**src/rtl/dii_arb_pkg.sv**
```systemverilog
// Shared types and constants for the DII packet arbiter.
// Holds the arbiter FSM state type and the statistics counter width.
package dii_arb_pkg;

  typedef enum logic [0:0] {
    IDLE,
    BUSY
  } arb_state_t;

  localparam int STAT_W = 16;

endpackage

```
**src/rtl/dii_rr_select.sv**
```systemverilog
// Round-robin request selector, purely combinational.
// Returns the first requester strictly after ptr, searching modulo PORTS.
module dii_rr_select
  import dii_arb_pkg::*;
#(
  parameter int PORTS = 2,
  parameter int IW    = (PORTS > 1) ? $clog2(PORTS) : 1
) (
  input  logic [PORTS-1:0] req,
  input  logic [IW-1:0]    ptr,
  output logic [IW-1:0]    next,
  output logic             any
);

  // Scan from farthest to nearest so the nearest requester wins.
  always_comb begin
    next = ptr;
    any  = |req;
    for (int i = PORTS; i >= 1; i--) begin
      if (req[(int'(ptr) + i) % PORTS]) begin
        next = IW'((int'(ptr) + i) % PORTS);
      end
    end
  end

endmodule

```
**src/rtl/dii_packet_arbiter.sv**
```systemverilog
// Packet-granular round-robin arbiter sharing one DII output channel.
// Optional per-port packet counters when DII_ARB_STATS_EN is defined.
module dii_packet_arbiter
  import dii_arb_pkg::*;
#(
  parameter int WIDTH = 16,
  parameter int PORTS = 2,
  localparam int IW   = (PORTS > 1) ? $clog2(PORTS) : 1
) (
  input  logic                   clk,
  input  logic                   rst,
  input  logic [PORTS*WIDTH-1:0] in_data,
  input  logic [PORTS-1:0]       in_first,
  input  logic [PORTS-1:0]       in_last,
  input  logic [PORTS-1:0]       in_valid,
  output logic [PORTS-1:0]       in_ready,
  output logic [WIDTH-1:0]       out_data,
  output logic                   out_first,
  output logic                   out_last,
  output logic                   out_valid,
  input  logic                   out_ready,
  output logic [IW-1:0]          grant,
`ifdef DII_ARB_STATS_EN
  output logic [PORTS*STAT_W-1:0] pkt_count,
`endif
  output logic                   busy
);

  arb_state_t    state;
  logic [IW-1:0] next;
  logic          any;
  logic          done;

  dii_rr_select #(
    .PORTS (PORTS),
    .IW    (IW)
  ) u_sel (
    .req  (in_valid),
    .ptr  (grant),
    .next (next),
    .any  (any)
  );

  assign busy = (state == BUSY);
  assign done = out_valid & out_ready & out_last;

  // Forward the granted port while locked; everything idles to zero otherwise.
  always_comb begin
    out_data  = '0;
    out_first = 1'b0;
    out_last  = 1'b0;
    out_valid = 1'b0;
    in_ready  = '0;
    if (state == BUSY) begin
      out_data  = in_data[int'(grant)*WIDTH +: WIDTH];
      out_first = in_first[grant];
      out_last  = in_last[grant];
      out_valid = in_valid[grant];
      in_ready  = out_ready ? (PORTS'(1) << grant) : '0;
    end
  end

  // Arbitrate in IDLE, hold the lock until the last beat transfers.
  always_ff @(posedge clk or negedge rst) begin
    if (!rst) begin
      state <= IDLE;
      grant <= IW'(PORTS - 1);
    end else begin
      unique case (state)
        IDLE: begin
          if (any) begin
            grant <= next;
            state <= BUSY;
          end
        end
        BUSY: begin
          if (done) state <= IDLE;
        end
        default: state <= IDLE;
      endcase
    end
  end

`ifdef DII_ARB_STATS_EN
  logic [STAT_W-1:0] cnt [PORTS];

  // Count completed packets per port; wraps naturally at the top.
  always_ff @(posedge clk or negedge rst) begin
    if (!rst) begin
      for (int i = 0; i < PORTS; i++) cnt[i] <= '0;
    end else if (done) begin
      cnt[grant] <= cnt[grant] + 1'b1;
    end
  end

  for (genvar g = 0; g < PORTS; g++) begin : g_cnt
    assign pkt_count[g*STAT_W +: STAT_W] = cnt[g];
  end
`endif

endmodule

```
**config.mk**
```make
export PLATFORM = sky130hd
export DESIGN_NAME = dii_packet_arbiter
export DESIGN_NICKNAME = d
export VERILOG_FILES = /design/src/rtl/dii_arb_pkg.sv /design/src/rtl/dii_rr_select.sv /design/src/rtl/dii_packet_arbiter.sv
export SDC_FILE = /design/constraint.sdc
export NUM_CORES = 1
export LEC_CHECK = 0
export CAP_MARGIN = 20
export CORE_MARGIN = 2
export CORE_UTILIZATION = 24
export DETAILED_ROUTE_END_ITERATION = 6
export GPL_ROUTABILITY_DRIVEN = 0
export GPL_TIMING_DRIVEN = 0
export HOLD_SLACK_MARGIN = 0.03
export PLACE_DENSITY = 0.95
export SLEW_MARGIN = 15
export SYNTH_ARGS = -nofsm -noshare
export SYNTH_HDL_FRONTEND = slang
export SYNTH_SLANG_ARGS = --single-unit
```
**constraint.sdc**
```tcl
create_clock -name clk -period 3.9 [get_ports clk]
set_input_delay 1.17 -clock clk [delete_from_list [all_inputs] [get_ports clk]]
set_output_delay 1.17 -clock clk [all_outputs]
set_load 0.005 [all_outputs]
```
==> run_results.csv <==
group,metric,value,unit
outcome,status,"completed",
drt,vias,619,
yosys,synth.distinct_cells,16,
pwr,p_comb_frac,0.837,
floorplan,die-area,2060,sq um
drt,ant_nets,0,
worst_setup_path,crit_type,"in -> out",
pwr,p_sw_frac,0.338,
worst_setup_path,startpoint_type,"input pin",
clocking,clock_path_buffers,2,
min_path,hold_path_class,"reg -> reg",
sta,worst_slew_pin_slew,0.381,ns
clocking,post_cts_resize_count,0,
grt,antenna_found_initial,0,
floorplan,initial_core_util,0.264,
sta,slew_violations,0,
drt,dr.max_layer_used,"met3",
sta,fin_crit,3.64,ns
yosys,ys.warnings.count,0,
yosys,syn_area_per_cell,7.62,sq um
final_layout,drive_gt1_frac,0.0826,
sta,fin_setup_tns,0,ns
sta,hold_viol,0,
clocking,htreeDepth,1,
sta,clock_skew,0.00804,ns
grt,grt_pass1_vias,670,
floorplan,io_pins,64,
yosys,ys_ff_latch,2,
job,maxCapViolCount,0,
final_layout,finalNetCount,163,
drt,vias_per_cell,4.52,
pwr,p_int,365,uW
clocking,cts_tree,"yes",
drt,drc,0,
final_layout,final_common_cell,"clkdlybuf4s50_1",
grt,grt_max_degree,11,
drt,dr.pass1.iters,4,
yosys,synth_fp_nets,95,
clocking,cts_hold_buf,0,
clocking,clk_latency,0.23,ns
worst_setup_path,cp.required,2.73,ns
sta,slew_headroom,0.746,
floorplan,rows,14,
worst_setup_path,crit_fanout,3,
sta,setup_violations,0,
clocking,postCtsSetupBuffers,0,
pwr,irDropWorstVdd,0.339,mV
clocking,clk_pin_slew,0.04,ns
final_layout,antenna-diode-count,0,
drt,met1Wirelength,565,microns
drt,wl_per_cell,12.3,microns
placement,dp_hpwl,1490,microns
pwr,power_density,507,nW/um^2
floorplan,fp.dieW,45.4,microns
floorplan,die_h,45.4,microns
drt,wl_met2,1020,microns
yosys,netlist_area,412,sq um
sta,rsz0062_at_grt,"false",
grt,grt_usage,0.181,
yosys,yosys.area.top_type,"mux2i_1",
yosys,synthCells,54,
yosys,synth_seq_area_share,0.125,
grt,grt_overflow,0,
sta,fin_hold_ws,0.620,ns
pwr,total_power,552,uW
sta,finalCritPeriodShare,0.934,
pwr,clock_power_share,0.093,
pwr,power.leakage,0.000498,uW
worst_setup_path,worst_ep_arrival_time,2.47,ns
pwr,p_switching,186,uW
yosys,synthTopCellsByArea,"mux2i_1 44%, nor2_1 19%, dfstp_2 6.4%",
clocking,clkSinkCount,2,
sta,max_freq,274,MHz
drt,routed_wl,1680,microns
clocking,cts_buffers,3,
floorplan,core-area,1560,sq um
pwr,seq_power_share,0.070,
final_layout,syn_to_final_growth,164,%
worst_setup_path,end_kind,"output pin",
drt,drtIter0Drc,2,
yosys,netlist.area_leader.share,0.438,
clocking,cts_root_buffer,"clkbuf_4",
grt,grt_pass1_wl,2690,microns
placement,io_buffers,63,
final_layout,layout_common_cells,"63 x clkdlybuf4s50_1, 21 x nor2_1, 18 x mux2i_1",
final_layout,fillCellCount,131,
drt,met3_length,103,microns
state kept, by name, indices dropped and copies added, names as in the netlist:
register	cells
busy	1
grant	1
critical path: stages:
cell and delay, ns:
clkdlybuf4s50_1 0.52, mux2i_1 0.09, nor2_1 0.16, clkdlybuf4s50_1 0.54
logic make-up (layout without fill, tap and decap cells):
group	Yosys count	after routing	synth area share
flip-flops	2	2	0.125
AO/OA/AOI/OAI	3	3	0.0486
AND/OR/NAND/NOR	24	24	0.228
buffers and inverters	6	73	0.128
multiplexers	19	19	0.471
metal layers:
layer / up-vias / global-route usage
li1: 315 / -
met1: 275 / 0.166
met2: 29 / 0.375
met3: 0 / 0.0238
met4: 0 / 0.0824
met5: - / 0
synth_stat cells:
library cell	number
nor2_1	21
mux2i_1	18
buf_6	2
a21oi_1	1
a21oi_2	1
a31oi_1	1
and3_1	1
buf_4	1
buf_8	1
clkbuf_1	1
dfrtp_1	1
dfstp_2	1
inv_1	1
mux2i_2	1
nand2_1	1
nor3_1	1
final cells by class:
cell class,instances,area [sq um],area share
Buffer,5,48.8,0.0448
Clock buffer,4,26.3,0.0241
Inverter,1,3.75,0.00345
Multi-Input combinational cell,46,308,0.283
Sequential cell,2,51.3,0.0471
Tap cell,16,20.0,0.0184
Timing Repair Buffer,63,631,0.579
path summary, 6_finish.rpt:
kind | from | endpoint | depth (start not counted) | slack (ns)
max | in_valid[1] | out_valid | 4 | 0.26
min | busy | busy | 2 | 0.62
max reg2reg | grant | busy | 4 | 2.76
min reg2reg | busy | busy | 2 | 0.62
max in group asynchronous | rst | grant | 1 | 2.58
min in group asynchronous | rst | busy | 1 | 1.11
through the flow:
step	worst slack, ns	std cells	utilization	area (sq um)
after detailed placement	0.261	133	0.681	1060
after global routing	0.199	137	0.698	1090
after floorplan	1.35	54	-	412
after global placement	0.301	133	0.681	1060
after CTS	0.259	137	0.698	1090
final	0.256	137	0.698	1090
power groups by stage:
stage / combinational, uW / clock (uW) / sequential [uW]
CTS: 469 / 53.6 / 38.9
global placement: 457 / 0 / 38.5
floorplan: 224 / 0 / 39.2
detailed placement: 466 / 0 / 38.9
finish: 462 / 51.1 / 38.9
global route: 498 / 57.0 / 40.2
No activity file was read; power rests on OpenSTA's default activity.
